--- src/rtl/register_dump.sv ---
// Register-file sweep engine: walks debug read addresses 0..LAST_ADDR and
// presents each captured word as a valid/ready beat, pulsing done at the end.
module register_dump #(
  parameter int DATA_W    = 32,
  parameter int ADDR_W    = 5,
  parameter int LAST_ADDR = 31
) (
  input  logic              clock,
  input  logic              reset,
  input  logic              start,
  input  logic              abort,
  output logic [ADDR_W-1:0] dbg_addr,
  input  logic [DATA_W-1:0] dbg_data,
  output logic [DATA_W-1:0] out_data,
  output logic [ADDR_W-1:0] out_addr,
  output logic              out_valid,
  input  logic              out_ready,
  output logic              busy,
  output logic              done
);

  localparam logic [ADDR_W-1:0] LAST = ADDR_W'(LAST_ADDR);

  typedef enum logic [2:0] {
    S_IDLE,
    S_ISSUE,
    S_WAIT,
    S_PRESENT,
    S_DONE
  } state_t;

  state_t              state_q, state_d;
  logic [ADDR_W-1:0]   dbg_addr_q, dbg_addr_d;
  logic [ADDR_W-1:0]   out_addr_q, out_addr_d;
  logic [DATA_W-1:0]   out_data_q, out_data_d;
  logic                out_valid_q, out_valid_d;
  logic                at_last;

  assign at_last = (dbg_addr_q == LAST);

  always_ff @(posedge clock or negedge reset) begin
    if (!reset) begin
      state_q     <= S_IDLE;
      dbg_addr_q  <= '0;
      out_addr_q  <= '0;
      out_data_q  <= '0;
      out_valid_q <= 1'b0;
    end else begin
      state_q     <= state_d;
      dbg_addr_q  <= dbg_addr_d;
      out_addr_q  <= out_addr_d;
      out_data_q  <= out_data_d;
      out_valid_q <= out_valid_d;
    end
  end

  // Abort outranks the downstream handshake in every active state.
  always_comb begin
    state_d = state_q;
    case (state_q)
      S_IDLE:    if (start) state_d = S_ISSUE;
      S_ISSUE:   state_d = abort ? S_IDLE : S_WAIT;
      S_WAIT:    state_d = abort ? S_IDLE : S_PRESENT;
      S_PRESENT: begin
        if (abort)          state_d = S_IDLE;
        else if (out_ready) state_d = at_last ? S_DONE : S_ISSUE;
      end
      S_DONE:    state_d = S_IDLE;
      default:   state_d = S_IDLE;
    endcase
  end

  // Read data is only trusted one cycle after the address settles, so it is
  // captured solely on the WAIT->PRESENT transition.
  always_comb begin
    dbg_addr_d  = dbg_addr_q;
    out_addr_d  = out_addr_q;
    out_data_d  = out_data_q;
    out_valid_d = out_valid_q;
    case (state_q)
      S_IDLE: begin
        if (start) dbg_addr_d = '0;
      end
      S_WAIT: begin
        if (!abort) begin
          out_data_d  = dbg_data;
          out_addr_d  = dbg_addr_q;
          out_valid_d = 1'b1;
        end
      end
      S_PRESENT: begin
        if (abort) begin
          out_valid_d = 1'b0;
        end else if (out_ready) begin
          out_valid_d = 1'b0;
          if (!at_last) dbg_addr_d = dbg_addr_q + ADDR_W'(1);
        end
      end
      default: ;
    endcase
  end

  always_comb begin
    busy = (state_q != S_IDLE);
    done = (state_q == S_DONE);
  end

  assign dbg_addr  = dbg_addr_q;
  assign out_addr  = out_addr_q;
  assign out_data  = out_data_q;
  assign out_valid = out_valid_q;

endmodule
--- config.mk ---
export PLATFORM = sky130hd
export DESIGN_NAME = register_dump
export DESIGN_NICKNAME = d
export VERILOG_FILES = /design/src/rtl/register_dump.sv
export SDC_FILE = /design/constraint.sdc
export NUM_CORES = 1
export LEC_CHECK = 0
export ABC_AREA = 1
export BUFFER_PORTS_ARGS = -buffer_cell sky130_fd_sc_hd__buf_2
export CAP_MARGIN = 40
export CORE_ASPECT_RATIO = 0.9
export CORE_MARGIN = 3
export CORE_UTILIZATION = 40
export CTS_CLUSTER_DIAMETER = 80
export DETAILED_ROUTE_END_ITERATION = 8
export GPL_ROUTABILITY_DRIVEN = 0
export GPL_TIMING_DRIVEN = 1
export PLACE_DENSITY = 0.65
export SLEW_MARGIN = 15
export SYNTH_ARGS = -nofsm -noshare
export SYNTH_HDL_FRONTEND = slang
export SYNTH_SLANG_ARGS = --single-unit
export TNS_END_PERCENT = 1
--- constraint.sdc ---
create_clock -name clock -period 4.2 [get_ports clock]
set_clock_uncertainty 0.15 [all_clocks]
set_input_delay 0.21 -clock clock [delete_from_list [all_inputs] [get_ports clock]]
set_output_delay 0.21 -clock clock [all_outputs]
set_load 0.05 [all_outputs]
==> metrics.md, run 1 <==
| Metric | Value |
|---|---|
| Crit path max fanout | 30 |
| Seq/Total Area, Yosys | 0.570 |
| Initial DRC Count | 71 |
| Peak supply drop | around 0.37 mV |
| Reg2reg start | state_q[2] |
| DRC violation count after routing | 0 |
| CP Data Arrival Time | 1.95 ns |
| Reg2reg setup slack | about 2.3 ns |
| WHS Path Cells | 3 |
| Clk_lat worst skew | a little under 0.3 ns |
| Initial antenna violation count | 0 |
| Fin Hold WS | between 0.01 and 0.015 ns |
| DIE HEIGHT | roughly 73 microns |
| Fin crit period | between 1.5 and 2 ns |
| P&R area growth vs syn | 36.3% |
| Hold EP | out_data[20] |
| Slew at the pin closest to its max-slew limit | between 0.4 and 0.5 ns |
| Mapped cell area | roughly 2000 sq um |
| Crit path largest cell delay | 0.43 ns |
| Wire per inst | 11.0 microns |
| Leakage | between 1.5 and 2 nW |
| Pre-Repair DR Iteration Count | 4 |
| Unrepaired setup endpoints after global routing | false |
| Crit end category | flop |
| R2R Path End | out_data[10] |
| ANT nets after route | 0 |
| Routed wire length | between 4 and 5 mm |
| Initial Utilization | 0.433 |
| Overflow after GRT | 0 |
| CTS tree | done |
| Post-synth cell types | 19 |
| Clock Root Buffer | clkbuf_8 |
| Syn Nets | approximately 270 |
| Max frequency | 0.516 GHz |
| Hold Violations, Final | 0 |
| Nets | about 370 |
| Synth warn | 0 |
| Maxcap violations | 0 |
| Clock slew at reported path FFs | roughly 0.09 ns |
| Total GRT Usage | 0.152 |
| I/O Buffers | around 80 |
| Worst Setup Start Kind | flop |
| First-pass GRT wire length | around 7.2 mm |
| Total CTS buffers | 5 |
| Core ar. | roughly 4700 sq um |
| Setup bufs post-CTS | 0 |
| Register-to-Register Path Depth | 6 |
| Synth Instances | roughly 230 |
| Top Ports | between 80 and 90 |
| Critical path's slowest cell | dfrtp_1 |
| Avg Cell Area, Syn | roughly 8.9 sq um |
| Status | completed |
| Fin crit share | 0.462 |
| Worst path cell trace | nor2_2, nand3_2, buf_16, buf_4, nand2_1, o21ai_0 |
| Post-CTS sizing | 0 |
| Max clock buf depth | 2 |
| Setup tns final | 0 ns |
| H-tree levels | 2 |
| Final Slew Violations | 0 |
| Slew Limit Headroom | 0.676 |
| CP required | ~4.2 ns |
| Endpoints failing setup | 0 |
| HP Start | dbg_data[20] |
| Hold/Removal Path Class | primary input to flop |
| Largest net degree at the start of global routing | 31 |
| #FFs+latches synth | 46 |
| Die Area | between 5000 and 6000 sq um |
| HPWL after DPL | ~3 mm |
| Vias | 1687 |
| FP Rows | 23 |
| Avg Vias per Cell | 4.33 |
| Layout cells sized above 1 | 0.326 |
| Vias in the first global route | approximately 1600 |
| N_diodes | 0 |
| Power Density | 739 nW/um^2 |
| CTS sink cnt | 46 |
| Critical path class | flop to flop |
| Chip width | about 81 microns |
[sequential cells by signal (all words and copies together) (netlist names)]
signal     flops
out_data      32
dbg_addr       5
out_addr       5
state_q        3
out_valid      1
[power by group]
part | internal, mW | switching, mW | leakage (nW)
clock network | 0.117 | 0.138 | 0.0452
registers | 0.602 | 0.0879 | 0.593
logic | 0.260 | 0.831 | 0.958
[kinds of logic (layout without fill, tap and decap cells)]
group,after synthesis,in the layout,synth area share
DFF,46,46,0.570
buffers and inverters,52,154,0.116
adders and majority gates,2,2,0.0124
AOI/OAI and AO/OA,39,39,0.115
and+or+nand+nor,87,87,0.186
[what timing repair did]
item                                    4_1_cts  5_1_grt
hold buffers                                 18        0
endpoints found under the setup margin        0        0
hold endpoints to repair                     37        0
[layer usage]
| layer | up-vias | wire (microns) | track usage | share of wire |
|---|---|---|---|---|
| met5 | - | 0 | 0 | 0 |
| met4 | 0 | 8 | 0.0338 | 0.0019 |
| met3 | 2 | 304 | 0.0380 | 0.071 |
| met2 | 59 | 1750 | 0.232 | 0.41 |
| met1 | 729 | 2210 | 0.219 | 0.52 |
| li1 | 897 | - | - | - |
[cell usage after synthesis (all sizes together)]
library cell  number  area (sq um)
buf                6          61.3
clkbuf             2          8.75
dfrtp             46          1150
ha                 2          25.0
inv               44           165
nand2             64           240
nand3              8          55.1
nand4              3          18.8
nor2              10          50.1
nor3               1          5.00
nor3b              1          7.51
o21ai             39           233
[worst max-delay path, delay by kind of cell (launching register included)]
family | cells | cell delay [ns]
simple gates | 3 | 0.61
buf+inv | 2 | 0.55
flops | 1 | 0.43
compound gates | 1 | 0.07
[per-stage QoR]
step | instances | total power, mW | instance area, sq um | worst slack (ns) | utilization
after floorplan | 226 | 1.54 | 2020 | 2.28 | -
after global placement | 362 | 1.76 | 2440 | 1.98 | 0.524
after detailed placement | 364 | 1.78 | 2490 | 2.23 | 0.534
after CTS | 390 | 2.06 | 2760 | 2.24 | 0.591
after global routing | 390 | 2.17 | 2760 | 2.07 | 0.591
final | 390 | 2.04 | 2760 | 2.26 | 0.591
[cell type report]
type                    count  area [sq um]
clock buffers               6          72.6
clock inverters             2          13.8
fillers                   443          1910
inverters                  44           165
multi-input cells         128           634
flip-flops and latches     46          1150
well taps                  62          77.6
repair buffers            102           641
[worst max-delay path by stage]
stage,from,cells after the start,slack [ns],endpoint
after detailed placement,state_q[2],6,2.23,out_data[7]
final,state_q[2],6,2.26,out_data[10]
after global routing,state_q[2],6,2.07,out_data[6]
after global placement,state_q[2],5,1.98,out_data[10]
after CTS,state_q[2],6,2.24,out_data[7]
after floorplan,dbg_addr[0],10,2.28,dbg_addr[2]
[layout by cell type, fill, tap and decap left out]
cell type and count:
buf_2 81, nand2_1 64, dfrtp_1 46, inv_1 44, o21ai_1 20, dlygate4sd3_1 18
o21ai_2 10, o21ai_0 9, nor2_1 7, nand3_1 5, clkbuf_8 5, nand3_2 3
nand4_1 3, nor2_2 2, ha_1 2, nor2_4 1, nor3b_1 1, nor3_1 1
clkinv_4 1, clkinv_2 1, clkbuf_1 1, buf_16 1, buf_12 1, buf_4 1
Note: power is estimated with default switching activity, not from simulation.
==> run 2, diff against run 1 <==
==> constraint.sdc (replaced) <==
create_clock -name clock -period 1.9 [get_ports clock]
set_clock_uncertainty 0.15 [all_clocks]
set_input_delay 0.095 -clock clock [delete_from_list [all_inputs] [get_ports clock]]
set_output_delay 0.095 -clock clock [all_outputs]
set_load 0.05 [all_outputs]
==> run 2 against run 1 <==
Via count grew 7.1%. Clock power grew 130%. Power grew 120%. Non-clock buffer count grew 17. Flip-flop and latch count is the same. Largest power group unchanged. Global-route usage grew 2.4 points.
==> metrics.md, run 2 (synthesis gave the netlist of run 1 again) <==
| Metric | Value |
|---|---|
| Leakage | 1.66 nW (+4.0%) |
| Met2 wire len | 2.18 mm (+24%) |
| First-pass GRT wire length | 7.99 mm (+11%) |
| CTS tree | done |
| Initial DRC Count | 77 (+8.5%) |
| FP Rows | 23 (unchanged) |
| Max frequency | 0.551 GHz (+6.9%) |
| Fin crit share | 0.955 (+0.494) |
| Hold/Removal Path Class | primary input to flop |
| Overall power | 4.58 mW (+120%) |
| Most common cell after layout, fill and taps aside | buf_2 |
| Overflow after GRT | 0 (unchanged) |
| Pre-Repair DR Iteration Count | 4 (unchanged) |
| Int Pwr | 2.19 mW (+120%) |
| Core ar. | 4660 sq um (unchanged) |
| Fill cell count | 408 (-7.9%) |
| Initial Utilization | 0.433 (unchanged) |
| Slew at the pin closest to its max-slew limit | 0.590 ns (+0.105 ns) |
| Sw frac | 0.522 (+0.00278) |
| Clk_lat worst skew | 0.30 ns (about the same) |
| Crit path max fanout | 5 (-83%) |
| H-tree levels | 2 (unchanged) |
| Hold Violations, Final | 0 (unchanged) |
| Largest register FFs | 32 (unchanged) |
| CP Data Arrival Time | 1.91 ns (-0.04 ns) |
| Top Metal Used | met4 |
| Initial antenna violation count | 0 (unchanged) |
| Crit end category | flop |
| WL met1 | 2.24 mm (+1.4%) |
| # placed instances | 365 (+0.27%) |
| DIE HEIGHT | 73.4 microns (unchanged) |
| Total CTS buffers | 5 (unchanged) |
| HPWL after DPL | 3.21 mm (+4.4%) |
| Max clock buf depth | 2 (unchanged) |
| CTS sink cnt | 46 (unchanged) |
| N_diodes | 0 (unchanged) |
| Top Ports | 82 (unchanged) |
| P_sw | 2.39 mW (+130%) |
| Fin crit period | 1.82 ns (-0.125 ns) |
| DRC violation count after routing | 0 (unchanged) |
| Vias | 1806 (+7.1%) |
| Power Density | 1570 nW/um^2 (+110%) |
| I/O Buffers | 81 (unchanged) |
| Clock slew at reported path FFs | 0.08 ns (about the same) |
| Slew Limit Headroom | 0.607 (-0.0698) |
| Clock Root Buffer | clkbuf_8 |
| Combinational Power Share | 0.540 (+0.004) |
| Wire per inst | 12.0 microns (+9.7%) |
| Total GRT Usage | 0.176 (+0.0238) |
| Critical path class | flop to flop |
| Most frequent cells in the layout | buf_2, nand2_1, dfrtp_1 |
| Setup tns final | 0 ns (unchanged) |
| Worst Setup Start Kind | flop |
| Layout cells sized above 1 | 0.325 (-0.00158) |
| Endpoints failing setup | 0 (unchanged) |
| Clk pwr share | 0.128 (+0.002) |
| Largest net degree at the start of global routing | 41 (+32%) |
| Die Area | 5940 sq um (unchanged) |
| Final Slew Violations | 0 (unchanged) |
| Routed wire length | 4.90 mm (+14%) |
| Chip width | 80.9 microns (unchanged) |
| Vias in the first global route | 1780 (+12%) |
| Avg Vias per Cell | 4.44 (+2.6%) |
| Fin Hold WS | 0.00859 ns (-0.00233 ns) |
| Final core occ | 0.626 (+0.0352) |
| CP required | 1.99 ns (-2.22 ns) |
| Peak supply drop | 0.697 mV (+90%) |
| Maxcap violations | 0 (unchanged) |
| Nets | 383 (+4.6%) |
| ANT nets after route | 0 (unchanged) |
| Met3 layer wire length in the routed design | 386 microns (+27%) |
| P&R area growth vs syn | 44.5% |
| Status | completed |
| Sequential Power Share | 0.332 (-0.007) |
| Final cell count without fillers | 407 (+4.4%) |
## run 2: path summary, 6_finish.rpt
kind	slack, ns	cells after the start	endpoint	start
min in group asynchronous	0.18	2	out_data[26]	reset
worst min register to register	0.33	2	out_addr[0]	out_addr[0]
worst max-delay path	0.08	11	dbg_addr[3]	dbg_addr[0]
max in group asynchronous	0.82	3	out_data[30]	reset
worst max register to register	0.08	11	dbg_addr[3]	dbg_addr[0]
worst min-delay path	0.009	4	state_q[0]	out_ready
## run 2: repair_timing
action	4_1_cts	5_1_grt
setup endpoints to repair	0	5
endpoints found under the hold margin	59	0
hold buffers	34	0
resized for setup	0	4
setup buffers	0	0
## run 2: area by class of cell
type | count | area [sq um] | area share
Sequential cell | 46 | 1150 | 0.395
Timing Repair Buffer | 119 | 788 | 0.270
Multi-Input combinational cell | 128 | 649 | 0.222
Inverter | 44 | 165 | 0.0566
Tap cell | 62 | 77.6 | 0.0266
Clock buffer | 6 | 72.6 | 0.0249
Clock inverter | 2 | 13.8 | 0.00471
## run 2: metrics by stage
step | setup slack, ns | instance area, sq um
final | 0.0847 | 2920
after global routing | -0.0195 | 2920
after CTS | 0.0996 | 2900
after detailed placement | 0.127 | 2480
after global placement | 0.189 | 2480
after floorplan | 0.000171 | 2020
## run 2: per-layer routing
metal	track usage	vias up
met2	0.284	62
met1	0.228	808
met4	0.0619	0
met3	0.0478	9
li1	-	927
met5	0	-
## run 2: power by group through the flow
stage	sequential (mW)	combinational [mW]	clock (mW)
after CTS	1.52	2.47	0.614
after global routing	1.57	2.65	0.660
after global placement	1.53	2.39	0
after detailed placement	1.54	2.41	0
after floorplan	2.70	0.695	0
final	1.52	2.48	0.587
## run 2: worst max-delay path: stages (launching register included)
cell and delay [ns]:
dfrtp_2 0.44, ha_1 0.22, nand2_1 0.10, nor2_1 0.05
ha_1 0.20, nor2_2 0.11, nand2_1 0.09, nand2_2 0.09
nand2_1 0.05, nor2_1 0.14, nand2_1 0.08, nand2_1 0.06
